## config.mk

```make
export PLATFORM = sky130hd
export DESIGN_NAME = wr_ptr_full_ctrl_flat
export DESIGN_NICKNAME = d
export VERILOG_FILES = /design/src/rtl/wr_ptr_full_ctrl_if.sv /design/src/rtl/wr_ptr_full_ctrl.sv /design/src/flat_wrapper.sv
export SDC_FILE = /design/constraint.sdc
export NUM_CORES = 1
export LEC_CHECK = 0
export BUFFER_PORTS_ARGS = -buffer_cell sky130_fd_sc_hd__buf_2
export CAP_MARGIN = 0
export CORE_UTILIZATION = 57
export DETAILED_ROUTE_END_ITERATION = 12
export HOLD_SLACK_MARGIN = 0.02
export PLACE_DENSITY = 0.84
export SYNTH_ARGS = -nofsm -noshare
export SYNTH_HDL_FRONTEND = slang
export SYNTH_SLANG_ARGS = --single-unit
```

## constraint.sdc

```tcl
create_clock -name wr_clk -period 7 [get_ports wr_clk]
set_input_delay 0.35 -clock wr_clk [delete_from_list [all_inputs] [get_ports wr_clk]]
set_output_delay 0.35 -clock wr_clk [all_outputs]
set_load 0.01 [all_outputs]
```

## src/rtl/wr_ptr_full_ctrl_if.sv

```systemverilog
// Write-side bus of the async FIFO write pointer/full controller.
// The producer and synchroniser side uses the master modport; the controller uses the slave modport.
interface wr_ptr_full_ctrl_if #(
  parameter int Addr_Width = 8
);
  logic                  wr_en;
  logic [Addr_Width:0]   rd_ptr_sync;
  logic                  wr_ovf_clr;
  logic                  wr_mem_en;
  logic [Addr_Width-1:0] wr_addr;
  logic [Addr_Width:0]   wr_ptr;
  logic                  wr_full;
  logic                  wr_almost_full;
  logic [Addr_Width:0]   wr_level;
  logic                  wr_overflow;

  modport master (
    output wr_en, rd_ptr_sync, wr_ovf_clr,
    input  wr_mem_en, wr_addr, wr_ptr, wr_full, wr_almost_full, wr_level, wr_overflow
  );

  modport slave (
    input  wr_en, rd_ptr_sync, wr_ovf_clr,
    output wr_mem_en, wr_addr, wr_ptr, wr_full, wr_almost_full, wr_level, wr_overflow
  );
endinterface

```

## src/rtl/wr_ptr_full_ctrl.sv

```systemverilog
// Write-domain pointer, full/almost-full and fill-level controller of the async FIFO.
// Optional sticky overflow flag enabled by the WR_OVERFLOW_FLAG_EN macro.
module wr_ptr_full_ctrl #(
  parameter int Addr_Width = 8,
  parameter int AF_MARGIN  = 2
) (
  input  logic               wr_clk,
  input  logic               wr_rstn,
  wr_ptr_full_ctrl_if.slave  bus
);
  localparam int PW = Addr_Width + 1;
  localparam logic [PW-1:0] DEPTH_C     = {1'b1, {Addr_Width{1'b0}}};
  localparam logic [PW-1:0] AF_THRESH_C = DEPTH_C - PW'(AF_MARGIN);
  // Full means the write pointer is one lap ahead: top two Gray bits inverted.
  localparam logic [PW-1:0] FULL_MASK_C = {2'b11, {(Addr_Width-1){1'b0}}};

  function automatic logic [PW-1:0] bin2gray(input logic [PW-1:0] b);
    return b ^ (b >> 1);
  endfunction

  function automatic logic [PW-1:0] gray2bin(input logic [PW-1:0] g);
    logic [PW-1:0] b;
    b[PW-1] = g[PW-1];
    for (int i = PW - 2; i >= 0; i--) begin
      b[i] = b[i+1] ^ g[i];
    end
    return b;
  endfunction

  logic [PW-1:0] wr_bin_r;
  logic [PW-1:0] wr_gray_r;
  logic [PW-1:0] wr_level_r;
  logic          wr_full_r;
  logic          wr_af_r;

  logic          wr_accept_s;
  logic [PW-1:0] rd_bin_s;
  logic [PW-1:0] wr_bin_nxt_s;
  logic [PW-1:0] wr_gray_nxt_s;
  logic [PW-1:0] level_nxt_s;

  // Next-pointer, level and flag arithmetic for the coming edge.
  always_comb begin
    wr_accept_s   = bus.wr_en & ~wr_full_r;
    rd_bin_s      = gray2bin(bus.rd_ptr_sync);
    if (wr_accept_s) begin
      wr_bin_nxt_s = wr_bin_r + {{(PW-1){1'b0}}, 1'b1};
    end else begin
      wr_bin_nxt_s = wr_bin_r;
    end
    wr_gray_nxt_s = bin2gray(wr_bin_nxt_s);
    level_nxt_s   = wr_bin_nxt_s - rd_bin_s;
  end

  // Pointer, full, almost-full and level registers.
  always_ff @(posedge wr_clk or negedge wr_rstn) begin
    if (!wr_rstn) begin
      wr_bin_r   <= {PW{1'b0}};
      wr_gray_r  <= {PW{1'b0}};
      wr_level_r <= {PW{1'b0}};
      wr_full_r  <= 1'b0;
      wr_af_r    <= 1'b0;
    end else begin
      wr_bin_r   <= wr_bin_nxt_s;
      wr_gray_r  <= wr_gray_nxt_s;
      wr_level_r <= level_nxt_s;
      wr_full_r  <= (wr_gray_nxt_s == (bus.rd_ptr_sync ^ FULL_MASK_C));
      wr_af_r    <= (level_nxt_s >= AF_THRESH_C);
    end
  end

`ifdef WR_OVERFLOW_FLAG_EN
  logic wr_ovf_r;

  // Sticky overflow: a write attempt while full sets it and wins over a clear.
  always_ff @(posedge wr_clk or negedge wr_rstn) begin
    if (!wr_rstn) begin
      wr_ovf_r <= 1'b0;
    end else if (bus.wr_en & wr_full_r) begin
      wr_ovf_r <= 1'b1;
    end else if (bus.wr_ovf_clr) begin
      wr_ovf_r <= 1'b0;
    end
  end

  assign bus.wr_overflow = wr_ovf_r;
`else
  logic unused_ovf_clr_s;
  assign unused_ovf_clr_s = bus.wr_ovf_clr;
  assign bus.wr_overflow  = 1'b0;
`endif

  assign bus.wr_mem_en      = wr_accept_s;
  assign bus.wr_addr        = wr_bin_r[Addr_Width-1:0];
  assign bus.wr_ptr         = wr_gray_r;
  assign bus.wr_full        = wr_full_r;
  assign bus.wr_almost_full = wr_af_r;
  assign bus.wr_level       = wr_level_r;
endmodule

```

## src/flat_wrapper.sv

```systemverilog
// flat-port wrapper written by rule: the top's interface ports become plain ports
module wr_ptr_full_ctrl_flat 
#(
  parameter int Addr_Width = 8,
  parameter int AF_MARGIN  = 2
)
  (wr_clk, wr_rstn, bus_wr_en, bus_rd_ptr_sync, bus_wr_ovf_clr, bus_wr_mem_en, bus_wr_addr, bus_wr_ptr, bus_wr_full, bus_wr_almost_full, bus_wr_level, bus_wr_overflow);
  wr_ptr_full_ctrl_if #(.Addr_Width(Addr_Width)) bus_i ();
  input  logic wr_clk;
  input  logic wr_rstn;
  input wire logic [$bits(bus_i.wr_en)-1:0] bus_wr_en;
  input wire logic [$bits(bus_i.rd_ptr_sync)-1:0] bus_rd_ptr_sync;
  input wire logic [$bits(bus_i.wr_ovf_clr)-1:0] bus_wr_ovf_clr;
  output wire logic [$bits(bus_i.wr_mem_en)-1:0] bus_wr_mem_en;
  output wire logic [$bits(bus_i.wr_addr)-1:0] bus_wr_addr;
  output wire logic [$bits(bus_i.wr_ptr)-1:0] bus_wr_ptr;
  output wire logic [$bits(bus_i.wr_full)-1:0] bus_wr_full;
  output wire logic [$bits(bus_i.wr_almost_full)-1:0] bus_wr_almost_full;
  output wire logic [$bits(bus_i.wr_level)-1:0] bus_wr_level;
  output wire logic [$bits(bus_i.wr_overflow)-1:0] bus_wr_overflow;
  assign bus_i.wr_en = bus_wr_en;
  assign bus_i.rd_ptr_sync = bus_rd_ptr_sync;
  assign bus_i.wr_ovf_clr = bus_wr_ovf_clr;
  assign bus_wr_mem_en = bus_i.wr_mem_en;
  assign bus_wr_addr = bus_i.wr_addr;
  assign bus_wr_ptr = bus_i.wr_ptr;
  assign bus_wr_full = bus_i.wr_full;
  assign bus_wr_almost_full = bus_i.wr_almost_full;
  assign bus_wr_level = bus_i.wr_level;
  assign bus_wr_overflow = bus_i.wr_overflow;
  wr_ptr_full_ctrl #(.Addr_Width(Addr_Width), .AF_MARGIN(AF_MARGIN)) u_core (.wr_clk(wr_clk), .wr_rstn(wr_rstn), .bus(bus_i));
endmodule
```

==> run metrics, run 1 <==
largest net degree at the start of global routing 29; CTS tree yes; final cycle utilization of the critical path 0.505; gpl congestion 0.872; Arrival @ worst endpoint 3.78 ns; die width 58.0 µm; drt drc 2; DRT iter0 DRCs 39; Tot GR Track Use 0.231; total number of yosys warnings 0; Resize count post-CTS 0; Max Root-Sink Buffers 2; first-pass GRT wire length 5910 µm; hold buffer count at cts 0; setup TNS 0 ns; via/cell ratio 5.28; Worst-Margin Slew 0.620 ns; cell area after synthesis 1790 µm²; Post-synth EDFFs 0; Core ar. 2880 µm²; Core Rows 19; Syn-to-layout area delta 13.9%; Critical Path Fanout Max 3; syn_area_per_cell 10.3 µm²; Final Skew 0.0130 ns; initial antenna violation count 0; Synth area leader dfrtp_1; max-cap violations 0; most frequent cell on the critical path xnor2_2; Seq/Total Area, Yosys 0.391; post-detailed-routing wire length 3460 µm; Clock Latency Late Sink 0.33 ns; Yosys top cell area share 0.391; CP Capture Type flip-flop; wire per inst 13.7 µm; Port Buf Inserts 40; maximum VDD drop 352 µV; Setup CP Type in2reg; crit-path max cell delay 0.45 ns; Synth Net Count 196; Hold Vio Cnt, Final 0; setup violators final 0; H-tree depth 1; unrepaired setup endpoints after global routing false; result of the run finished, violations left; Fmax achieved 283 MHz; HPWL Detailed 2730 µm; crit-path cells buf_2 > xnor3_2 > xor2_2 > xnor2_2 > xnor3_2 > xnor2_2 > inv_2 > xnor2_2 > ha_1 > fa_1 > nor2b_1 > o31a_1 > o31a_1 > o21a_1 > or3_1 > o211ai_1; Top-Level Pins 43; pwr dens 436 nW/µm²; fin. max-slew vios 0; failing checks DRC; Synth Register Bits 28; # clock sinks 28; buffer count from post-CTS setup fixing 0; Final Worst Setup Slack 3.47 ns; gr ovfl total 0; commonest cells in the netlist dfrtp_1, xnor2_1, inv_1, a21oi_1, xor2_1; Starting Density 0.622; count leader, synth dfrtp_1; leak pwr 0.967 nW; Final nets 235; vias in the first global route 1353; Clock Tree Root clkbuf_4; DRT Pass-1 Iters 8; dominant register cell in the synthesized netlist dfrtp_1; relative slew slack 0.586; Routed Antenna Nets 0; Die Y-Extent 58.0 µm; Unique masters post-synth 38; CP max stage cell xnor3_2; DR vias 1330; Hold Path Class in2async; CP Launch Type input port; Synth area leaders dfrtp_1, xnor2_1, ha_1; FFs w/ async S/R, synth 1.00; pre-CTS WS 3.13 ns; Clock Pin Slew Worst Setup and Hold Paths 0.16 ns; Antenna Cells 0; Syn Inst Count 173; share of layout cells above drive strength 1 0.248; CTS Buf Count 3; CP required 7.25 ns; Final min period 3.53 ns; Die ar. 3370 µm²
## metrics by stage
step           hold WS [ns]  cells   util  total power (W)  area (µm²)
6_report             0.0162    252  0.709         0.000888        2040
4_1_cts              0.0380    252  0.709         0.000891        2040
3_5_place_dp          0.408    249  0.701         0.000824        2020
2_1_floorplan        0.0544    173      -         0.000679        1790
5_1_grt              0.0576    252  0.709         0.000969        2040
3_3_place_gp          0.395    249  0.701         0.000800        2020
## report_power, final
part | internal, W | switching, W
registers | 0.000229 | 0.0000471
clock network | 0.0000202 | 0.0000470
logic | 0.000250 | 0.000295
total | 0.000499 | 0.000390
## metal layers
metal | share of wire | wire [µm] | GRT usage | vias up
met5 | 0 | 0 | 0 | -
met4 | 0.011 | 37 | 0.0680 | 0
met3 | 0.039 | 136 | 0.0313 | 4
met2 | 0.50 | 1730 | 0.417 | 34
met1 | 0.45 | 1560 | 0.286 | 624
li1 | - | - | - | 668
## critical path, delay by kind of cell
family | cells | cell delay, ns
and+or+nand+nor | 2 | 0.40
adders and majority gates | 2 | 0.43
buffers and inverters | 2 | 0.21
AOI/OAI and AO/OA | 4 | 0.85
xor gates and xnor gates | 6 | 1.53
## cells by family (layout without fill, tap and decap cells)
| group | count (synthesis) | count (layout) | share of synthesized area |
|---|---|---|---|
| and+or+nand+nor | 47 | 47 | 0.156 |
| xor gates and xnor gates | 37 | 37 | 0.223 |
| AOI/OAI and AO/OA | 28 | 28 | 0.0950 |
| DFF | 28 | 28 | 0.391 |
| buffers and inverters | 21 | 58 | 0.0461 |
| adders and majority gates | 10 | 10 | 0.0741 |
| other | 1 | 1 | 0.00209 |
| muxes | 1 | 1 | 0.0126 |
## registers in the layout, summed over array words and instances, names as in the netlist
signal / count
u_core.wr_bin_r: 9
u_core.bus.wr_full: 1
u_core.bus.wr_level: 9
u_core.bus.wr_almost_full: 1
u_core.bus.wr_ptr: 8
## placed cells by master, fill, tap and decap left out, drive strengths merged, types with 2 or more instances in the layout
master and n:
a21oi 11, and2 3, and4b 3, buf 40, clkbuf 3, dfrtp 28
ha 9, inv 15, nand2 8, nand2b 3, nand3 4, nand3b 2
nand4 2, nand4b 2, nor2 5, nor2b 3, nor3 4, nor4 2
o21a 4, o21ai 6, o22ai 2, o31a 3, or3 3, xnor2 23
xnor3 2, xor2 11
## final cells by class
class | count | area (µm²)
timing repair buffer | 40 | 200
tap | 42 | 52.6
multi-input combinational | 124 | 1010
fill | 227 | 837
clock buffer | 3 | 22.5
sequential | 28 | 701
inverter | 15 | 56.3
## worst paths after layout
path                       slack [ns]  cells past startpoint          startpoint                        end
min reg2reg                      0.61                      1  u_core.wr_bin_r[8]         u_core.wr_bin_r[8]
max in group asynchronous        6.58                      1             wr_rstn       u_core.bus.wr_ptr[1]
max reg2reg                      3.60                     11  u_core.wr_bin_r[0]  u_core.bus.wr_almost_full
min                              0.02                      1             wr_rstn         u_core.wr_bin_r[8]
max                              3.47                     16  bus_rd_ptr_sync[8]  u_core.bus.wr_almost_full
min in group wr_clk              0.40                      3  bus_rd_ptr_sync[5]         u_core.bus.wr_full
No activity file was read; power rests on OpenSTA's default activity.
==> run 2, diff against run 1 <==
--- a/config.mk
+++ b/config.mk
@@ -7,10 +7,10 @@
 export LEC_CHECK = 0
 export BUFFER_PORTS_ARGS = -buffer_cell sky130_fd_sc_hd__buf_2
 export CAP_MARGIN = 0
-export CORE_UTILIZATION = 57
+export CORE_UTILIZATION = 53
 export DETAILED_ROUTE_END_ITERATION = 12
 export HOLD_SLACK_MARGIN = 0.02
-export PLACE_DENSITY = 0.84
+export PLACE_DENSITY = 0.79
 export SYNTH_ARGS = -nofsm -noshare
 export SYNTH_HDL_FRONTEND = slang
 export SYNTH_SLANG_ARGS = --single-unit
==> constraint.sdc (replaced) <==
create_clock -name wr_clk -period 3.3 [get_ports wr_clk]
set_input_delay 0.165 -clock wr_clk [delete_from_list [all_inputs] [get_ports wr_clk]]
set_output_delay 0.165 -clock wr_clk [all_outputs]
set_load 0.01 [all_outputs]
==> run metrics, run 2 (same netlist as run 1, synthesis figures left out) <==
Core ar. 3130 µm² (was 2880 µm²); wire per inst 13.8 µm (was 13.7 µm); CP required 3.56 ns (was 7.25 ns); relative slew slack 0.570 (was 0.586); Core Util, Final 0.710 (was 0.709); H-tree depth 1 (unchanged); Final Skew 0.00314 ns (was 0.0130 ns); Register-to-Register Path Depth 11 (unchanged); CTS tree yes (unchanged); CTS Buf Count 3 (unchanged); Critical Path Fanout Max 3 (unchanged); hold slack 0.213 ns (was 0.0162 ns); Routed Antenna Nets 0 (unchanged); FILL cells 242 (was 227); Starting Density 0.572 (was 0.622); Antenna Cells 0 (unchanged); PnR Total Power 0.00214 W (was 0.000888 W); Hold Path Class in2reg (was in2async); maximum VDD drop 601 µV (was 352 µV); Arrival @ worst endpoint 3.49 ns (was 3.78 ns); placed cells 265 (was 249); Final min period 3.23 ns; DRT Pass-1 Iters 4 (was 8); Hold Crit Depth 3; non-filler cells, final 273 (was 252); Core Rows 20 (was 19); Hold Vio Cnt, Final 0 (unchanged); Clock Pin Slew Worst Setup and Hold Paths 0.16 ns (about the same); Setup CP Type in2reg (unchanged); result of the run completed (was finished, violations left); HPWL Detailed 2940 µm (was 2730 µm); share of layout cells above drive strength 1 0.319 (was 0.248); CP Launch Type input port (unchanged); max-cap violations 0 (unchanged); setup violators final 0 (unchanged); via/cell ratio 5.19 (was 5.28); initial antenna violation count 0 (unchanged); CP Capture Type flip-flop (unchanged); Die ar. 3610 µm² (was 3370 µm²); Max Root-Sink Buffers 2 (unchanged); Die Y-Extent 60.1 µm (was 58.0 µm); crit-path max cell delay 0.44 ns (was 0.45 ns); Worst-Margin Slew 0.644 ns (was 0.620 ns); pwr dens 962 nW/µm² (was 436 nW/µm²); CP max stage cell xnor3_2 (unchanged); # clock sinks 28 (unchanged); gpl congestion 0.882 (was 0.872); Syn-to-layout area delta 24.0% (was 13.9%); most frequent cell on the critical path xnor2_2 (unchanged); Final nets 253 (was 235); post-detailed-routing wire length 3770 µm (was 3460 µm); gr ovfl total 0 (unchanged); Clock Tree Root clkbuf_4 (unchanged); crit-path cells buf_2 > xnor3_2 > xor2_2 > xnor2_2 > xnor3_2 > xnor2_2 > inv_2 > xnor2_2 > ha_2 > fa_2 > nor2b_1 > o31a_1 > o31a_1 > nor3_1 > nand4b_1 > o211ai_1 (was buf_2 > xnor3_2 > xor2_2 > xnor2_2 > xnor3_2 > xnor2_2 > inv_2 > xnor2_2 > ha_1 > fa_1 > nor2b_1 > o31a_1 > o31a_1 > o21a_1 > or3_1 > o211ai_1); first-pass GRT wire length 5950 µm (was 5910 µm); largest net degree at the start of global routing 29 (unchanged); final cycle utilization of the critical path 0.980; unrepaired setup endpoints after global routing true (was false); drt drc 0 (was 2); vias in the first global route 1351 (was 1353); Clock Latency Late Sink 0.32 ns (was 0.33 ns); Fmax achieved 309 MHz; Port Buf Inserts 40 (unchanged); most frequent cells in the layout buf_2, dfrtp_1, xnor2_1, buf_4, inv_1 (was buf_2, dfrtp_1, xnor2_1, inv_1, a21oi_1); die width 60.1 µm (was 58.0 µm); setup TNS 0 ns (unchanged); Tot GR Track Use 0.227 (was 0.231); leak pwr 1.07 nW (was 0.967 nW); DRT iter0 DRCs 40 (was 39); DR vias 1416 (was 1330); commonest non-fill, non-tap cell in the layout buf_2 (unchanged); fin. max-slew vios 0 (unchanged); Top-Level Pins 43 (unchanged)
-- run 2: path summary, 6_finish.rpt --
check | to | startpoint | slack, ns
min in group asynchronous | u_core.wr_bin_r[6] | wr_rstn | 0.38
max in group asynchronous | u_core.bus.wr_ptr[2] | wr_rstn | 2.52
min reg2reg | u_core.bus.wr_ptr[7] | u_core.wr_bin_r[8] | 0.61
min | u_core.bus.wr_full | bus_rd_ptr_sync[5] | 0.21
max reg2reg | u_core.bus.wr_almost_full | u_core.wr_bin_r[1] | 0.09
max | u_core.bus.wr_almost_full | bus_rd_ptr_sync[8] | 0.07
-- run 2: where the power goes --
| part | total [W] | internal (W) | switching [W] |
|---|---|---|---|
| Combinational | 0.00134 | 0.000657 | 0.000683 |
| Sequential | 0.000570 | 0.000486 | 0.0000842 |
| Clock | 0.000226 | 0.000123 | 0.000103 |
| Total | 0.00214 | 0.00127 | 0.000870 |
-- run 2: worst max-delay path: cells and delay by family --
family | cells | cell delay [ns]
AO/OA/AOI/OAI | 3 | 0.76
buffers and inverters | 2 | 0.16
AND/OR/NAND/NOR | 3 | 0.54
adder cells (fa/ha/maj) | 2 | 0.41
XOR/XNOR | 6 | 1.43
-- run 2: per-layer routing --
metal	part of all wire	track usage	wire [µm]
met3	0.036	0.0281	136
met5	0	0	0
met4	0.017	0.0864	65
met1	0.44	0.281	1660
met2	0.51	0.397	1920
-- run 2: what timing repair did --
action / 4_1_cts / 5_1_grt
buffers inserted: 0 / 3
hold buffers: 1 / 0
resized for setup: 0 / 3
endpoints found under the setup margin: 0 / 1
hold endpoints to repair: 28 / 0
-- run 2: stage by stage --
| stage | worst slack [ns] | instance area [µm²] |
|---|---|---|
| 6_report | 0.0670 | 2220 |
| 5_1_grt | -0.101 | 2220 |
| 3_3_place_gp | -0.0646 | 2120 |
| 4_1_cts | 0.121 | 2190 |
| 2_1_floorplan | 0.0684 | 1790 |
| 3_5_place_dp | -0.205 | 2120 |
-- run 2: area by class of cell --
type / count / area, µm² / share of cell area
repair buffers: 58 / 338 / 0.152
clock buffers: 3 / 22.5 / 0.0101
multi-input cells: 124 / 1020 / 0.458
clock inverters: 1 / 30.0 / 0.0135
inverters: 15 / 56.3 / 0.0254
well taps: 44 / 55.1 / 0.0248
flip-flops and latches: 28 / 701 / 0.316
